<file path="src/rtl/pwm_cap_pkg.sv">
// Shared types and default widths for the PWM capture block.
package pwm_cap_pkg;

  localparam int CNT_WIDTH_DEF   = 32;
  localparam int PSCR_WIDTH_DEF  = 20;
  localparam int SYNC_STAGES_DEF = 2;

  typedef enum logic [1:0] {
    IDLE = 2'd0,
    ARM  = 2'd1,
    HIGH = 2'd2,
    LOW  = 2'd3
  } state_t;

endpackage

</file>
<file path="src/rtl/pwm_cap_edge.sv">
// Synchronizes the asynchronous PWM input and flags its rising and falling edges.
module pwm_cap_edge #(
  parameter int SYNC_STAGES = 2
) (
  input  logic clk_i,
  input  logic rst_i,
  input  logic pwm_i,
  output logic level,
  output logic rise,
  output logic fall
);

  logic [SYNC_STAGES-1:0] sync;
  logic                   prev;

  // synchronizer chain plus a one-cycle-delayed copy of the synced level
  always_ff @(posedge clk_i) begin
    if (rst_i) begin
      sync <= '0;
      prev <= 1'b0;
    end else begin
      sync <= {sync[SYNC_STAGES-2:0], pwm_i};
      prev <= sync[SYNC_STAGES-1];
    end
  end

  assign level = sync[SYNC_STAGES-1];
  assign rise  = level & ~prev;
  assign fall  = ~level & prev;

endmodule

</file>
<file path="src/rtl/pwm_cap.sv">
// PWM period / high-time capture with prescaled tick, saturation and a
// single-entry result register with valid/ready handshake.
module pwm_cap
  import pwm_cap_pkg::*;
#(
  parameter int CNT_WIDTH   = CNT_WIDTH_DEF,
  parameter int PSCR_WIDTH  = PSCR_WIDTH_DEF,
  parameter int SYNC_STAGES = SYNC_STAGES_DEF
) (
  input  logic                  clk_i,
  input  logic                  rst_i,
  input  logic                  en_i,
  input  logic [PSCR_WIDTH-1:0] pscr_i,
  input  logic                  pwm_i,
  output logic [CNT_WIDTH-1:0]  period_o,
  output logic [CNT_WIDTH-1:0]  high_o,
  output logic                  ovf_o,
  output logic                  valid_o,
  input  logic                  ready_i,
  output logic                  lost_o,
  output logic                  irq_o
);

  localparam logic [CNT_WIDTH-1:0]  CNT_MAX  = '1;
  localparam logic [PSCR_WIDTH-1:0] PSCR_ONE = PSCR_WIDTH'(1);

  function automatic logic [CNT_WIDTH-1:0] sat_add(input logic [CNT_WIDTH-1:0] a,
                                                   input logic b);
    if (a == CNT_MAX) begin
      return CNT_MAX;
    end else begin
      return a + {{(CNT_WIDTH-1){1'b0}}, b};
    end
  endfunction

  state_t                 state;
  logic [CNT_WIDTH-1:0]   cnt;
  logic [CNT_WIDTH-1:0]   high_q;
  logic                   ovf_q;
  logic [PSCR_WIDTH-1:0]  pcnt;
  logic [PSCR_WIDTH-1:0]  div;
  logic                   tick;
  logic                   level;
  logic                   rise;
  logic                   fall;
  logic [CNT_WIDTH-1:0]   cap;
  logic                   cap_full;
  logic                   new_res;
  logic [CNT_WIDTH-1:0]   res_period;
  logic [CNT_WIDTH-1:0]   res_high;
  logic                   res_ovf;

  pwm_cap_edge #(.SYNC_STAGES(SYNC_STAGES)) u_edge (
    .clk_i (clk_i),
    .rst_i (rst_i),
    .pwm_i (pwm_i),
    .level (level),
    .rise  (rise),
    .fall  (fall)
  );

  // >= rather than == so a divisor lowered mid-count still wraps at once
  assign div      = (pscr_i == '0) ? PSCR_ONE : pscr_i;
  assign tick     = (pcnt >= (div - PSCR_ONE));
  assign cap      = sat_add(cnt, tick);
  assign cap_full = (cap == CNT_MAX);

  // prescaler, realigned on every rising edge so each period starts fresh
  always_ff @(posedge clk_i) begin
    if (rst_i) begin
      pcnt <= '0;
    end else if (!en_i || rise || tick) begin
      pcnt <= '0;
    end else begin
      pcnt <= pcnt + PSCR_ONE;
    end
  end

  // a rise in HIGH or LOW closes a period; in HIGH the fall was missed
  always_comb begin
    new_res    = 1'b0;
    res_period = cap;
    res_high   = high_q;
    res_ovf    = ovf_q | cap_full;
    if (en_i && rise && level) begin
      case (state)
        HIGH: begin
          new_res  = 1'b1;
          res_high = cap;
        end
        LOW: begin
          new_res = 1'b1;
        end
        default: begin
          new_res = 1'b0;
        end
      endcase
    end else begin
      new_res = 1'b0;
    end
  end

  // capture FSM with its tick counter and the high-time snapshot
  always_ff @(posedge clk_i) begin
    if (rst_i) begin
      state  <= IDLE;
      cnt    <= '0;
      high_q <= '0;
      ovf_q  <= 1'b0;
    end else if (!en_i) begin
      state  <= IDLE;
      cnt    <= '0;
      ovf_q  <= 1'b0;
    end else begin
      case (state)
        IDLE: begin
          state <= ARM;
          cnt   <= '0;
          ovf_q <= 1'b0;
        end
        ARM: begin
          if (rise) begin
            state <= HIGH;
            cnt   <= '0;
          end
        end
        HIGH: begin
          if (rise) begin
            cnt   <= '0;
            ovf_q <= 1'b0;
          end else if (fall) begin
            state  <= LOW;
            high_q <= cap;
            cnt    <= cap;
            ovf_q  <= ovf_q | cap_full;
          end else begin
            cnt   <= cap;
            ovf_q <= ovf_q | cap_full;
          end
        end
        LOW: begin
          if (rise) begin
            state <= HIGH;
            cnt   <= '0;
            ovf_q <= 1'b0;
          end else begin
            cnt   <= cap;
            ovf_q <= ovf_q | cap_full;
          end
        end
        default: begin
          state <= IDLE;
        end
      endcase
    end
  end

  // result register: survives en_i low so a held result can still drain
  always_ff @(posedge clk_i) begin
    if (rst_i) begin
      period_o <= '0;
      high_o   <= '0;
      ovf_o    <= 1'b0;
      valid_o  <= 1'b0;
      lost_o   <= 1'b0;
      irq_o    <= 1'b0;
    end else begin
      irq_o <= 1'b0;
      if (new_res) begin
        if (!valid_o || ready_i) begin
          period_o <= res_period;
          high_o   <= res_high;
          ovf_o    <= res_ovf;
          valid_o  <= 1'b1;
          irq_o    <= 1'b1;
        end else begin
          lost_o <= 1'b1;
        end
      end else if (valid_o && ready_i) begin
        valid_o <= 1'b0;
      end
      if (state == IDLE) begin
        lost_o <= 1'b0;
      end
    end
  end

endmodule

</file>
<file path="config.mk">
export PLATFORM = sky130hd
export DESIGN_NAME = pwm_cap
export DESIGN_NICKNAME = d
export VERILOG_FILES = /design/src/rtl/pwm_cap_pkg.sv /design/src/rtl/pwm_cap_edge.sv /design/src/rtl/pwm_cap.sv
export SDC_FILE = /design/constraint.sdc
export NUM_CORES = 1
export LEC_CHECK = 0
export CAP_MARGIN = 40
export CORE_MARGIN = 5
export CORE_UTILIZATION = 40
export DETAILED_ROUTE_END_ITERATION = 12
export PLACE_DENSITY = 0.57
export SYNTH_ARGS = -nofsm -noshare
export SYNTH_HDL_FRONTEND = slang
export SYNTH_SLANG_ARGS = --single-unit
</file>
<file path="constraint.sdc">
create_clock -name clk_i -period 17.1 [get_ports clk_i]
set_input_delay 3.42 -clock clk_i [delete_from_list [all_inputs] [get_ports clk_i]]
set_output_delay 3.42 -clock clk_i [all_outputs]
set_load 0.02 [all_outputs]
</file>
==> results.md <==
- Top-count cell post-synth: nor2_1
- Sequential power share: 0.466
- Overflow after GRT: 0
- Worst-path fanout max: 21
- Maximum clock rate: 103 MHz
- Register-to-Register Path Depth: 19
- Worst endpoint required time: 17.44 ns
- PortBufs: 92
- Die ar.: 22400 um2
- Worst vdd ir: 0.0688 mV
- Worst-margin pin slew: 0.727 ns
- Row count: 51
- Unique cell type count in the Yosys netlist: 68
- Cell taking the most area after synthesis: dfxtp_1
- Part of the cycle the worst path needs: 0.567
- CTS Buffer Depth: 2
- Number of flops mapped to enable cells by yosys: 0
- Final Util: 0.492
- DPL Wire Length: 15100 um
- Hold_sp: high_o[21]$_SDFFE_PP0P_
- Top post-synthesis cells by count: nor2_1 (193), dfxtp_1 (158), nand2_1 (88), a21oi_1 (85), a211oi_1 (59)
- Vias in the first global route: 6514
- Async SR Flop Fraction: 0
- Cells on Worst Hold Path: 2
- Switch share: 0.211
- Io pins: 93
- Placed cell count: 1271
- Antenna Nets Post-Route: 0
- Skew-Pair Late Insertion Delay: 0.43 ns
- Largest net degree at the start of global routing: 56
- H-tree levels: 4
- Die width: 150 um
- Logic pwr share: 0.033
- Cells after Synth: 970
- CTS root buf: clkbuf_16
- Worst path max stage delay: 0.58 ns
- Initial DRC count: 414
- Area growth, synth to finish: 21.7%
- MaxCap Viol Count: 0
- Setup crit end kind: flip-flop
- Slew Viols, Final: 0
- Pre-antenna DRT Iters: 5
- Status: finished clean
- Setup_tns: 0 ns
- Reg2reg end: ovf_o$_SDFFE_PP0P_
- Setup WS post-layout: 7.40 ns
- Tmin final: 9.70 ns
- Yosys warnings: 0
- Hold-critical path endpoint: high_o[21]$_SDFFE_PP0P_
- Synthesis-stage register bit count: 158
- P_int: 0.627 mW
- Buffers plus inverters on the worst setup path: 2
- Share of cells above drive strength 1: 0.0685
- Global-route wire length before repair: 35300 um
- Syn avg cell area: 8.06 um2
- CP most frequent cell: ha_1
- Endpoints failing setup: 0
- Core area: 19300 um2
- Leading post-synthesis cells by cell area: dfxtp_1 (40%), nor2_1 (9.3%), a211oi_1 (5.7%)
- Worst Path Arrival: 10.04 ns
- Synth Cell Area: 7820 um2
- CTS buffer count: 17
- CP top delay family: simple AND/OR/NAND/NOR gates
- Leak: 3.16 nW
- Critical path type: input pin to flip-flop
- Post-CTS setup buffer count: 0
- Pwr dens: 83.5 nW/um2
- Post-cts sizing count: 0
- R2R setup slack: 12.49 ns
- P_sw: 0.167 mW
- Non-Filler Instances: 1301
- Final nets: 1074
- Worst-path clk slew: 0.06 ns
- Clk_skew: 0.0175 ns
- Hold Crit Class: flip-flop to flip-flop
- DP Worst Slack: 6.94 ns
- Vias post-DR: 7020
- Max transition margin: 0.512
- Post-cts hold buffer count: 0
- Post-Syn Nets: 1019
- Final hold viol count: 0
- Ys flop type: dfxtp_1
- Total GRT Usage: 0.197
- Routability cong.: 0.920
- Routed WL: 21800 um
- Clock share of power: 0.501
- CTS tree: built
- Worst r2r src: pcnt[0]$_SDFF_PP0_
- RSZ-0062 raised after global routing: false
- Seq/Total Area, Yosys: 0.405
- Initial antenna violation count: 0
- Synth top area share: 0.405
- DRC viols: 0
- Die Span Y: 150 um
- Via density: 5.40
- Worst setup SP type: input pin
- DR WL/cell: 16.8 um
- Slowest CP cell: or4_1
- Clock sink count: 158
- Ant diodes: 0
- Initial Util: 0.404
[worst max path at each step]
| stage | start | end | slack (ns) | cells after the start |
|---|---|---|---|---|
| floorplan | pscr_i[9] | ovf_o$_SDFFE_PP0P_ | 8.26 | 28 |
| global placement | pscr_i[9] | ovf_o$_SDFFE_PP0P_ | 7.07 | 29 |
| detailed placement | pscr_i[9] | ovf_o$_SDFFE_PP0P_ | 6.94 | 29 |
| CTS | pscr_i[9] | ovf_o$_SDFFE_PP0P_ | 7.36 | 29 |
| global route | pscr_i[13] | high_o[22]$_SDFFE_PP0P_ | 6.96 | 27 |
| finish | pscr_i[9] | ovf_o$_SDFFE_PP0P_ | 7.40 | 29 |
[area by class of cell]
type | instances | area, um2
Fill cell | 1913 | 9820
Inverter | 13 | 48.8
Clock inverter | 9 | 159
Tap cell | 265 | 332
Clock buffer | 21 | 450
Timing Repair Buffer | 105 | 1030
Sequential cell | 158 | 3160
Multi-Input combinational cell | 730 | 4340
[sequential cells by signal (all words and copies together) (netlist names)]
register / count
irq_o: 1
ovf_o: 1
period_o: 32
state: 2
u_edge.prev: 1
high_o: 32
ovf_q: 1
valid_o: 1
u_edge.sync: 2
high_q: 32
cnt: 32
pcnt: 20
lost_o: 1
[metal layers]
metal	track usage	part of all wire	vias to the layer above
li1	-	-	3554
met1	0.278	0.48	3283
met5	0	0	-
met3	0.0394	0.052	25
met4	0.0563	0.016	0
met2	0.308	0.45	158
[power groups by stage]
stage                     registers, mW  clock network, mW  logic (mW)
after detailed placement          0.378                  0      0.0263
after global routing              0.370              0.422      0.0290
after floorplan                   0.377                  0      0.0145
after global placement            0.378                  0      0.0261
final                             0.370              0.398      0.0261
after CTS                         0.370              0.405      0.0265
[worst min-delay path: cells and delay by family (launching register included)]
family             cells  cell delay, ns
AOI/OAI and AO/OA      1            0.05
and+or+nand+nor        1            0.05
DFF                    1            0.31
[cells by family (layout without fill, tap and decap cells)]
group           after synthesis  in the layout  share of synthesized area
mux                           5              5                    0.00688
xor+xnor                     50             50                     0.0560
compound gates              215            215                      0.185
simple gates                436            436                      0.266
buf+inv                      82            148                     0.0427
flops                       158            158                      0.405
fa+ha+maj                    24             24                     0.0384
[cell usage in the layout (no fill, tap or decap), types with 11 or more instances in the layout]
cell,n
nor2_1,192
dfxtp_1,158
clkdlybuf4s50_1,91
nand2_1,88
a21oi_1,85
a211oi_1,59
xnor2_1,35
nor3_1,30
ha_1,24
nand3_1,21
clkbuf_16,17
xor2_1,15
nor4_1,14
inv_1,13
nand4_1,12
nor2b_1,11
buf_4,11
[metrics by stage]
stage | area, um2 | power [mW] | hold slack (ns)
3_3_place_gp | 8870 | 0.404 | 0.442
3_5_place_dp | 8910 | 0.405 | 0.447
2_1_floorplan | 7820 | 0.392 | 0.414
4_1_cts | 9520 | 0.802 | 0.456
6_report | 9520 | 0.794 | 0.451
5_1_grt | 9520 | 0.820 | 0.477
Note: power is estimated with default switching activity, not from simulation.
==> RTL edit, RTL diff (same settings) <==
`SYNC_STAGES_DEF`: 2 -> 4.
--- a/src/rtl/pwm_cap_pkg.sv
+++ b/src/rtl/pwm_cap_pkg.sv
@@ -4,5 +4,5 @@
   localparam int CNT_WIDTH_DEF   = 32;
   localparam int PSCR_WIDTH_DEF  = 20;
-  localparam int SYNC_STAGES_DEF = 2;
+  localparam int SYNC_STAGES_DEF = 4;
 
   typedef enum logic [1:0] {
Check against the original RTL: not equivalent (a bounded check fails within 10 cycles, from zero or initial values and one cycle with rst_i high).
==> RTL edit against the unedited design <==
Global-route usage shrank 0.82 points; count of clock-buffer cells in the layout shrank 1; worst setup slack gained 0.0050 ns; die area grew 0.88%; critical endpoint unchanged; synthesized cell count shrank 1.0%; wire length shrank 3.2%; fmax is essentially flat; non-clock buffer count shrank 1; design area shrank 0.24%; synthesized area grew 0.94%; largest power group unchanged; sequential cell count grew 2; total power shrank 2.5%; hold slack lost 0.0051 ns.
==> RTL edit: results (changes against the unedited design) <==
- The via count of the first global-routing pass is 6479 (was 6514).
- The final-layout worst hold slack is 0.446 ns (was 0.451 ns).
- The count of placed standard cells in the final layout, fillers left out is 1282 (was 1301).
- The wire length reported by the detailed router is 21100 microns (was 21800 microns).
- The worst reg-to-reg path cell count is 18 (was 19).
- The highest-delay cell along the critical path is sky130_fd_sc_hd__o2111a_1 (was sky130_fd_sc_hd__or4_1).
- The origin of the worst min-delay path is u_edge.sync[1]$_SDFF_PP0_ (was high_o[21]$_SDFFE_PP0P_).
- Run status: finished clean (unchanged).
- The share of cells above drive strength 1 is 6.29% (was 6.85%).
- The number of library cell types mapped by synthesis came to 63 (was 68).
- The met2 wire length is 9920 microns (was 9790 microns).
- The cell depth of the worst min-delay path came to 1 (was 2).
- The combinational power is 25.0 uW (was 26.1 uW).
- The routability congestion estimate is 0.849 (was 0.920).
- The cell count after synthesis is 960 (was 970).
- The proportion of power drawn by the clock network is 48.5% (was 50.1%).
- The pin count of the biggest net entering global routing is 67 (was 56).
- The setup slack after layout is 7.40 ns (about the same).
- The cell total after placement is 1249 (was 1271).
- The portion of netlist area occupied by mux cells is 0.380% (was 0.688%).
- The maximum VDD drop was 0.0000634 V (was 0.0000688 V).
- The worst hold path endpoint was u_edge.sync[2]$_SDFF_PP0_ (was high_o[21]$_SDFFE_PP0P_).
- The area share of xor/xnor cells in the synthesized design is 5.77% (was 5.60%).
- The post-route clock skew is 0.0157 ns (was 0.0175 ns).
- The setup slack of the most critical reg-to-reg path is 12.37 ns (was 12.49 ns).
- The leakage power figure is 3.05 nW (was 3.16 nW).
- The via count was 6917 (was 7020).
- The met2 global-route usage came to 30.1% (was 30.8%).
- The sequential cell area fraction in the yosys report is 40.6% (was 40.5%).
- The synthesized netlist net count came to 1009 (was 1019).
[RTL edit: cell count changes after synthesis, moves of 8 or more]
cell,before,now
sky130_fd_sc_hd__nor2_1,193,210
sky130_fd_sc_hd__a2111oi_0,2,21
sky130_fd_sc_hd__a21oi_1,85,67
sky130_fd_sc_hd__xor2_1,15,23
sky130_fd_sc_hd__nand2_1,88,45
sky130_fd_sc_hd__nor3_1,31,23
sky130_fd_sc_hd__nand3_1,21,29
sky130_fd_sc_hd__a211oi_1,59,72
sky130_fd_sc_hd__nand4_1,12,20
[RTL edit: final cells by class]
cell class | count | area [sq um] | area share, %
multi-input combinational | 711 | 4310 | 45.4
sequential | 160 | 3200 | 33.7
timing repair buffer | 104 | 1030 | 10.9
clock buffer | 20 | 457 | 4.81
tap | 265 | 332 | 3.49
clock inverter | 12 | 124 | 1.30
inverter | 10 | 37.5 | 0.395
